### src/rtl/pu_mac_array.sv
// pu_mac_array: NUM_PE signed MAC lanes with a shared per-entry weight, fed from a show-ahead FIFO.
// Each lane's result is scaled and saturated, then optionally passed through ReLU and 2:1 max-pooling.
// Ports:
//   clk, reset (async, active-low)
//   cfg_kernel_len/cfg_num_out/cfg_relu_en/cfg_pool_en : job configuration, latched on an accepted start
//   start                                              : begins a job from IDLE
//   vecgen_wr_req/_data/_weight, vecgen_ready          : input FIFO push side (ready = not full)
//   out_valid/out_ready/out_data                       : result handshake (lane packing same as input)
//   busy, done                                         : job status; done is a one-cycle end-of-job pulse
module pu_mac_array #(
    parameter int OP_WIDTH   = 16,
    parameter int NUM_PE     = 4,
    parameter int ACC_WIDTH  = 40,
    parameter int FIFO_DEPTH = 8,
    parameter int FRAC_BITS  = 0,
    parameter int CNT_WIDTH  = 16,
    localparam int DATA_IN_WIDTH = OP_WIDTH * NUM_PE
) (
    input  logic                     clk,
    input  logic                     reset,
    input  logic [CNT_WIDTH-1:0]     cfg_kernel_len,
    input  logic [CNT_WIDTH-1:0]     cfg_num_out,
    input  logic                     cfg_relu_en,
    input  logic                     cfg_pool_en,
    input  logic                     start,
    input  logic                     vecgen_wr_req,
    input  logic [DATA_IN_WIDTH-1:0] vecgen_wr_data,
    input  logic [OP_WIDTH-1:0]      vecgen_wr_weight,
    output logic                     vecgen_ready,
    output logic                     out_valid,
    input  logic                     out_ready,
    output logic [DATA_IN_WIDTH-1:0] out_data,
    output logic                     busy,
    output logic                     done
);
    localparam int AW = $clog2(FIFO_DEPTH);
    localparam logic signed [ACC_WIDTH-1:0] SAT_MAX = {{(ACC_WIDTH-OP_WIDTH+1){1'b0}}, {(OP_WIDTH-1){1'b1}}};
    localparam logic signed [ACC_WIDTH-1:0] SAT_MIN = {{(ACC_WIDTH-OP_WIDTH+1){1'b1}}, {(OP_WIDTH-1){1'b0}}};
    typedef enum logic [1:0] {IDLE, ACC, FIN, OUT} state_e;
    state_e state_q, state_d;
    logic [DATA_IN_WIDTH-1:0] fifo_data_q [FIFO_DEPTH];
    logic signed [OP_WIDTH-1:0] fifo_w_q [FIFO_DEPTH];
    logic [AW-1:0] wr_ptr_q, rd_ptr_q;
    logic [AW:0] cnt_q;
    logic full, empty, push, pop;
    logic [CNT_WIDTH-1:0] klen_q, klen_d, nout_q, nout_d, kcnt_q, kcnt_d, ocnt_q, ocnt_d;
    logic relu_q, relu_d, pool_q, pool_d, half_q, half_d, done_q, done_d;
    logic signed [ACC_WIDTH-1:0] acc_q [NUM_PE];
    logic signed [ACC_WIDTH-1:0] acc_d [NUM_PE];
    logic signed [OP_WIDTH-1:0] pool_reg_q [NUM_PE];
    logic signed [OP_WIDTH-1:0] pool_reg_d [NUM_PE];
    logic [DATA_IN_WIDTH-1:0] out_q, out_d;
    logic signed [2*OP_WIDTH-1:0] prod [NUM_PE];
    logic signed [ACC_WIDTH-1:0] shifted [NUM_PE];
    logic signed [OP_WIDTH-1:0] sat [NUM_PE];
    logic signed [OP_WIDTH-1:0] r [NUM_PE];
    logic signed [OP_WIDTH-1:0] mx [NUM_PE];
    assign full = cnt_q == (AW+1)'(FIFO_DEPTH);
    assign empty = cnt_q == '0;
    assign pop = state_q == ACC && !empty;
    // A pop frees a slot in the same cycle, so a full FIFO still takes a push alongside a pop.
    assign push = vecgen_wr_req && (!full || pop);
    assign vecgen_ready = !full;
    assign out_valid = state_q == OUT;
    assign out_data = out_q;
    assign busy = state_q != IDLE;
    assign done = done_q;
    always_ff @(posedge clk) begin
        if (push) begin
            fifo_data_q[wr_ptr_q] <= vecgen_wr_data;
            fifo_w_q[wr_ptr_q] <= vecgen_wr_weight;
        end
    end
    always_ff @(posedge clk or negedge reset) begin
        if (!reset) begin
            wr_ptr_q <= '0;
            rd_ptr_q <= '0;
            cnt_q <= '0;
        end else begin
            wr_ptr_q <= wr_ptr_q + AW'(push);
            rd_ptr_q <= rd_ptr_q + AW'(pop);
            cnt_q <= cnt_q + (AW+1)'(push) - (AW+1)'(pop);
        end
    end
    always_comb begin
        for (int i = 0; i < NUM_PE; i++) begin
            prod[i] = (2*OP_WIDTH)'($signed(fifo_data_q[rd_ptr_q][i*OP_WIDTH +: OP_WIDTH])) * (2*OP_WIDTH)'(fifo_w_q[rd_ptr_q]);
            shifted[i] = acc_q[i] >>> FRAC_BITS;
            sat[i] = shifted[i] > SAT_MAX ? SAT_MAX[OP_WIDTH-1:0] : shifted[i] < SAT_MIN ? SAT_MIN[OP_WIDTH-1:0] : shifted[i][OP_WIDTH-1:0];
            r[i] = relu_q && sat[i][OP_WIDTH-1] ? '0 : sat[i];
            mx[i] = pool_reg_q[i] > r[i] ? pool_reg_q[i] : r[i];
        end
    end
    always_comb begin
        state_d = state_q;
        klen_d = klen_q;
        nout_d = nout_q;
        relu_d = relu_q;
        pool_d = pool_q;
        kcnt_d = kcnt_q;
        ocnt_d = ocnt_q;
        half_d = half_q;
        done_d = 1'b0;
        acc_d = acc_q;
        pool_reg_d = pool_reg_q;
        out_d = out_q;
        case (state_q)
            IDLE: if (start) begin
                klen_d = cfg_kernel_len == '0 ? CNT_WIDTH'(1) : cfg_kernel_len;
                nout_d = cfg_num_out;
                relu_d = cfg_relu_en;
                pool_d = cfg_pool_en;
                kcnt_d = '0;
                ocnt_d = '0;
                half_d = 1'b0;
                for (int i = 0; i < NUM_PE; i++) acc_d[i] = '0;
                if (cfg_num_out == '0) done_d = 1'b1;
                else state_d = ACC;
            end
            ACC: if (pop) begin
                for (int i = 0; i < NUM_PE; i++) acc_d[i] = acc_q[i] + ACC_WIDTH'(prod[i]);
                kcnt_d = kcnt_q + CNT_WIDTH'(1);
                if (kcnt_d == klen_q) begin
                    kcnt_d = '0;
                    state_d = FIN;
                end
            end
            FIN: begin
                for (int i = 0; i < NUM_PE; i++) acc_d[i] = '0;
                if (pool_q && !half_q) begin
                    pool_reg_d = r;
                    half_d = 1'b1;
                    state_d = ACC;
                end else begin
                    for (int i = 0; i < NUM_PE; i++) out_d[i*OP_WIDTH +: OP_WIDTH] = pool_q ? mx[i] : r[i];
                    half_d = 1'b0;
                    state_d = OUT;
                end
            end
            OUT: if (out_ready) begin
                ocnt_d = ocnt_q + CNT_WIDTH'(1);
                done_d = ocnt_d == nout_q;
                state_d = ocnt_d == nout_q ? IDLE : ACC;
            end
            default: state_d = IDLE;
        endcase
    end
    always_ff @(posedge clk or negedge reset) begin
        if (!reset) begin
            state_q <= IDLE;
            klen_q <= '0;
            nout_q <= '0;
            kcnt_q <= '0;
            ocnt_q <= '0;
            relu_q <= 1'b0;
            pool_q <= 1'b0;
            half_q <= 1'b0;
            done_q <= 1'b0;
            out_q <= '0;
            for (int i = 0; i < NUM_PE; i++) begin
                acc_q[i] <= '0;
                pool_reg_q[i] <= '0;
            end
        end else begin
            state_q <= state_d;
            klen_q <= klen_d;
            nout_q <= nout_d;
            kcnt_q <= kcnt_d;
            ocnt_q <= ocnt_d;
            relu_q <= relu_d;
            pool_q <= pool_d;
            half_q <= half_d;
            done_q <= done_d;
            out_q <= out_d;
            acc_q <= acc_d;
            pool_reg_q <= pool_reg_d;
        end
    end
endmodule

### config.mk
export PLATFORM = sky130hd
export DESIGN_NAME = pu_mac_array
export DESIGN_NICKNAME = d
export VERILOG_FILES = /design/src/rtl/pu_mac_array.sv
export SDC_FILE = /design/constraint.sdc
export NUM_CORES = 2
export LEC_CHECK = 0
export ABC_AREA = 1
export BUFFER_PORTS_ARGS = -buffer_cell sky130_fd_sc_hd__buf_2
export CORE_ASPECT_RATIO = 1.5
export CORE_MARGIN = 2
export CORE_UTILIZATION = 60
export DETAILED_ROUTE_END_ITERATION = 16
export PLACE_DENSITY = 0.75
export SYNTH_ARGS = -nofsm -noshare
export SYNTH_HDL_FRONTEND = slang
export SYNTH_SLANG_ARGS = --single-unit
### constraint.sdc
create_clock -name clk -period 9.55 [get_ports clk]
set_clock_uncertainty 0.15 [all_clocks]
set_input_delay 1.4325 -clock clk [delete_from_list [all_inputs] [get_ports clk]]
set_output_delay 1.4325 -clock clk [all_outputs]
set_load 0.05 [all_outputs]
Word level (Yosys, flattened, before mapping)
Memories as Yosys holds them, arrays and structs flattened.
Index checks and enable logic that the tools add are counted.
{"block": "op_classes", "n_mul": 4, "order_cmp": 12, "shifts": 0, "add_sub_neg": 10, "n_eq_ne": 11, "n_div": 0, "n_mux": 47, "bitwise": 1, "n_reduce_logical": 28}
{"operator": "one-hot mux 160 bit (3 select lines)", "n": 1}
{"operator": "two-way mux 16 bit", "n": 25}
{"operator": "two-way mux 160 bit", "n": 2}
{"operator": "adder 40 x 32 -> 40 bit", "n": 4}
{"operator": "greater-than comparator 40 x 16 -> 1 bit (second input constant)", "n": 4}
{"operator": "less-than comparator 40 x 16 -> 1 bit (second input constant)", "n": 4}
{"operator": "multiplier 16 x 16 -> 32 bit", "n": 4}
{"operator": "greater-than comparator 16 bit", "n": 4}
{"operator": "one-hot mux 16 bit (2 select lines)", "n": 2}
{"operator": "adder 16 x 1 -> 16 bit (second input constant)", "n": 2}
{"operator": "equality test 16 bit", "n": 2}
{"operator": "zero test 16 bit", "n": 2}
{"operator": "two-way mux 2 bit", "n": 6}
{"operator": "AND reduction 3 bit", "n": 3}
{"operator": "two-way mux 1 bit", "n": 8}
{"operator": "one-hot mux 2 bit (4 select lines)", "n": 1}
{"operator": "AND reduction 2 bit", "n": 4}
{"operator": "nonzero test 2 bit", "n": 4}
{"operator": "logical AND 1 bit", "n": 7}
{"operator": "adder 3 x 1 -> 3 bit", "n": 2}
{"operator": "!= test 2 bit (second input constant)", "n": 3}
{"operator": "AND reduction 5 bit", "n": 1}
{"operator": "adder 4 x 1 -> 4 bit", "n": 1}
{"operator": "equality test 2 bit (second input constant)", "n": 2}
{"operator": "other kinds (11)", "n": 15}
{"block": "word_totals", "latchBits": 0, "inputBits": 119, "word_cells": 136, "n_memories": 2, "mem_bits_ro": 0, "reg_bits": 368, "ram_bits": 640}
{"name": "fifo_data_q", "depth": 8, "width": 64, "rd": 1, "rd_clocked_by_memory_dff": 0, "wr": 1, "line": "41", "source": "logic [DATA_IN_WIDTH-1:0] fifo_data_q [FIFO_DEPTH];"}
{"name": "fifo_w_q", "depth": 8, "width": 16, "rd": 1, "rd_clocked_by_memory_dff": 0, "wr": 1, "line": "42", "source": "logic signed [OP_WIDTH-1:0] fifo_w_q [FIFO_DEPTH];"}

Depth between registers and ports, before layout
{"block": "logic_depth", "depth_word": 8, "ltp_mapped": 37, "depth_no_buf": 33}

Least setup slack after synthesis
Ideal clock, no wire load.
{"block": "synth_timing", "path_kind": "reg-to-reg", "startpoint": "register rd_ptr_q[1]", "endpoint": "register acc_q[39] (netlist name)", "slack_ps": 2461, "t_required_ps": 9334, "arrival_time_ps": 6873, "setup_time_ps": 66, "path_stages_with_launch": 31, "cell_sequence": "dfrtp_1 buf_2 buf_2 buf_2 o32ai_1 inv_1 o21ai_2 inv_2 buf_2 nor2_1 fa_1 fa_1 inv_1 fa_1 fa_1 inv_1 fa_1 inv_1 fa_1 inv_1 ha_1 nand2_1 nor2_1 inv_1 nor4_1 nand3_1 nand3_1 inv_1 nand2_1 nand3_1 nand2_1"}
{"block": "synth_between", "elab_chain_len": 5, "elab_cells_between_ends": 6}
{"item": "start: declaration", "line": "43", "source": "logic [AW-1:0] wr_ptr_q, rd_ptr_q;"}
{"item": "start signal: assignment", "line": "81", "source": "rd_ptr_q <= rd_ptr_q + AW'(pop);"}
{"item": "memory read (8 x 64 bit) / memory read (8 x 16 bit) (equally long branches)"}
{"item": "multiplier 16 x 16 -> 32 bit *", "line": "87", "source": "prod[i] = (2*OP_WIDTH)'($signed(fifo_data_q[rd_ptr_q][i*OP_WIDTH +: OP_WIDTH])) * (2*OP_WIDTH)'(fifo_w_q[rd_pt ..."}
{"item": "adder 40 x 32 -> 40 bit *", "line": "121", "source": "for (int i = 0; i < NUM_PE; i++) acc_d[i] = acc_q[i] + ACC_WIDTH'(prod[i]);"}
{"item": "two-way mux 160 bit *", "line": "120", "source": "ACC: if (pop) begin"}
{"item": "one-hot mux 160 bit (3 select lines) *", "line": "107", "source": "case (state_q)"}
{"item": "end signal: indexed assignment", "line": "161", "source": "acc_q[i] <= '0;"}
{"item": "end signal: assignment", "line": "175", "source": "acc_q <= acc_d;"}
{"item": "end: declaration", "line": "48", "source": "logic signed [ACC_WIDTH-1:0] acc_q [NUM_PE];"}
Mark *: on every way between the ends. The rest lies on a longest branch, timed or not. The select of a mux whose other input is x is not followed.
A chain may end at the register's enable or synchronous reset.

Final worst setup path
{"block": "layout_timing", "startpoint": "register rd_ptr_q[0]", "endpoint": "register acc_q[67] (netlist name)"}
The elaborated chain is that of the path after synthesis.

==> impl_metrics.env <==
export IMPL_vias=71900
export IMPL_synth_xor_area_share_pct=0.799
export IMPL_dpl_cell_count=12300
export IMPL_synth_main_ff_cell="edfxtp_1"
export IMPL_antenna_found_initial=27
export IMPL_placed_area_mm2=0.0971
export IMPL_start_kind="register"
export IMPL_synth_warnings=0
export IMPL_grt_pass1_wl_um=418000
export IMPL_finalNonFillerCells=12500
export IMPL_yosys_area_share_adder_pct=35.4
export IMPL_fp_dieW_um=327
export IMPL_fin_crit_sh_pct=94.4
export IMPL_rows=177
export IMPL_async_flop_share_pct=36.5
export IMPL_dieArea_mm2=0.160
export IMPL_path_class="reg -> reg"
export IMPL_cts_max_level=3
export IMPL_grt_pass1_vias=76200
export IMPL_fin_area_mm2=0.101
export IMPL_place_hpwl_um=201000
export IMPL_max_cap_violations=0
export IMPL_drv_slew=0
export IMPL_ant_nets=0
export IMPL_path_max_fanout=51
export IMPL_cp_slowest_cell="o21ai_1"
export IMPL_die_h_um=488
export IMPL_area_delta_synth_final_pct=7.27
export IMPL_ios=187
export IMPL_gr_usage_all_layers_pct=34.0
export IMPL_clock_fmax_mhz=111
export IMPL_post_route_cells_drive_above_1_share_pct=6.28
export IMPL_clkSinkCount=1008
export IMPL_arrival_ns=9.57
export IMPL_grt_max_degree=145
export IMPL_rsz0062_at_grt="no"
export IMPL_dr_pass1_iters=6
export IMPL_coreArea_mm2=0.155
export IMPL_ctsHoldBuffers=0
export IMPL_yosysTopAreaCell="fa_1"
export IMPL_synth_edf_count=640
export IMPL_whs_path_depth=2
export IMPL_gp_congestion=0.979
export IMPL_crit_required_ns=10.11
export IMPL_cts_buffers_inserted=100
export IMPL_synth_seq_cells=1008
export IMPL_post_route_util_pct=64.8
export IMPL_critPathMaxStageDelay_ns=0.67
export IMPL_clockBufferDepth=3
export IMPL_io_buffers=186
export IMPL_cts_tree="done"
export IMPL_cts_setup_buffers=0
export IMPL_seq_area_frac_synth_pct=30.3
export IMPL_ys_types=54
export IMPL_nets=12300
export IMPL_syn_inst=10200
export IMPL_synth_area_mm2=0.0938
export IMPL_crit_start="rd_ptr_q[0]"
export IMPL_gr_total_overflow=0
export IMPL_timing_rr_start="rd_ptr_q[0]"
export IMPL_end_kind="register"
export IMPL_cts_root_buf="clkbuf_16"
export IMPL_fillCellCount=12600
export IMPL_synth_compound_area_share_pct=9.03
export IMPL_first_iter_violations=5987
export IMPL_drc=0
export IMPL_wl_per_cell_um=21.2
export IMPL_clkTransAtPathRegs_ns=0.07
export IMPL_setup_tns_ns=0
export IMPL_wirelength_um=265000
export IMPL_synth_top_family_by_area="adder cells"
export IMPL_setup_viol=0
export IMPL_min_path_type="reg -> reg"
export IMPL_r2r_setup_slack_ns=0.53
export IMPL_viasPerCell=5.75
export IMPL_insertion_delay_ns=0.80
export IMPL_synth_area_mux_share_pct=0.0213
export IMPL_start_util_pct=60.4
export IMPL_rr_worst_depth=28
export IMPL_fin_crit_ns=9.02
export IMPL_yosysTopAreaCellShare_pct=28.2
export IMPL_synthSimpleGateAreaFrac_pct=13.8
export IMPL_avgSynthCellArea_um2=9.15
export IMPL_synth_nets=12200
export IMPL_ys_top_cells_by_area="fa_1, edfxtp_1, dfrtp_1"
export IMPL_max_slew_margin_rel_pct=14.4
export IMPL_hold_violations=0
export IMPL_post_cts_resized=0
export IMPL_tightest_slew_ns=1.28
export IMPL_hold_path_startpoint="out_data[43]"
export IMPL_status="finished, final reports clean"
[through the flow]
step | hold WS [ns] | setup WS (ns)
after CTS | 0.328 | 0.516
after floorplan | 0.299 | 2.46
final | 0.322 | 0.533
after detailed placement | 0.311 | 0.455
after global routing | 0.346 | 0.109
after global placement | 0.308 | 0.584
[cell usage in the layout (no fill, tap or decap), drive strengths merged, types with 7 or more instances in the layout]
cell type | Yosys | routed
inv | 2236 | 2247
nand2 | 1572 | 1572
nor2 | 1371 | 1371
fa | 1321 | 1321
o21ai | 757 | 757
edfxtp | 640 | 640
ha | 540 | 540
dfrtp | 368 | 368
buf | 172 | 330
a21oi | 320 | 320
o32ai | 158 | 158
nand3 | 137 | 137
clkbuf | 170 | 119
nand4 | 77 | 77
a31oi | 52 | 52
o22ai | 51 | 51
clkinv | 6 | 43
xnor2 | 42 | 42
nor4 | 40 | 40
xor2 | 35 | 35
o211ai | 29 | 29
nor3 | 26 | 26
or2 | 24 | 24
a21o | 20 | 20
o21bai | 19 | 19
diode | 0 | 17
o21a | 12 | 12
bufinv | 0 | 11
a21boi | 10 | 10
clkinvlp | 0 | 8
o221ai | 7 | 7
[cell type report]
| type | instances | area [um^2] | share of cell area [%] |
|---|---|---|---|
| multi-input cells | 6657 | 55600 | 55.2 |
| flip-flops and latches | 1008 | 28400 | 28.3 |
| inverters | 2242 | 8430 | 8.38 |
| clock buffers | 119 | 2620 | 2.61 |
| well taps | 2058 | 2570 | 2.56 |
| repair buffers | 330 | 2110 | 2.10 |
| clock inverters | 67 | 825 | 0.820 |
| diodes | 17 | 42.5 | 0.0423 |
[sequential cells by signal, summed over array words and instances (netlist names), 2 cells and up]
name,cells
pool_reg_q,64
fifo_data_q,512
kcnt_q,16
wr_ptr_q,3
nout_q,16
state_q,2
out_data,64
cnt_q,4
fifo_w_q,128
rd_ptr_q,3
klen_q,16
ocnt_q,16
acc_q,160
[path summary, 6_finish.rpt]
check / to
worst max-delay path: acc_q[67]
worst min-delay path: out_data[43]
worst max register to register: acc_q[67]
worst min register to register: out_data[43]
max in group asynchronous: acc_q[90]
min in group asynchronous: ocnt_q[1]
[critical path, delay by kind of cell (launching register included)]
kind / cells / cell delay (ns)
buf+inv: 8 / 1.69
flops: 1 / 0.66
compound gates: 10 / 2.70
fa+ha+maj: 7 / 3.25
simple gates: 3 / 0.46
[cells by family after synthesis]
| family | after synthesis |
|---|---|
| mux | 2 |
| buf+inv | 2584 |
| xor+xnor | 80 |
| compound gates | 1450 |
| flops | 1008 |
| simple gates | 3264 |
| fa+ha+maj | 1861 |
[metal layers]
metal / part of all wire [%] / vias to the layer above / global-route usage, %
met5: 0.067 / - / 0
met4: 6.8 / 28 / 20.2
met3: 7.8 / 976 / 6.12
met2: 50 / 3096 / 58.4
met1: 36 / 35600 / 40.0
li1: - / 32200 / -
[synthesized netlist by cell type, types with 7 or more instances]
| cell | instances |
|---|---|
| a21boi_0 | 9 |
| a21o_1 | 20 |
| a21oi_1 | 320 |
| a31oi_1 | 52 |
| buf_1 | 22 |
| buf_2 | 123 |
| buf_4 | 23 |
| clkbuf_1 | 170 |
| dfrtp_1 | 368 |
| edfxtp_1 | 640 |
| fa_1 | 1321 |
| ha_1 | 540 |
| inv_1 | 2185 |
| inv_2 | 51 |
| nand2_1 | 1566 |
| nand3_1 | 130 |
| nand3_2 | 7 |
| nand4_1 | 77 |
| nor2_1 | 1365 |
| nor3_1 | 26 |
| nor4_1 | 40 |
| o211ai_1 | 29 |
| o21a_1 | 12 |
| o21ai_0 | 673 |
| o21ai_1 | 35 |
| o21ai_2 | 49 |
| o21bai_1 | 19 |
| o221ai_1 | 7 |
| o22ai_1 | 51 |
| o32ai_1 | 158 |
| or2_2 | 24 |
| xnor2_1 | 42 |
| xor2_1 | 34 |
Power is left out: the tool's default activity adds up to more than one toggle a clock period on the data nets, which glitch-free logic cannot reach.
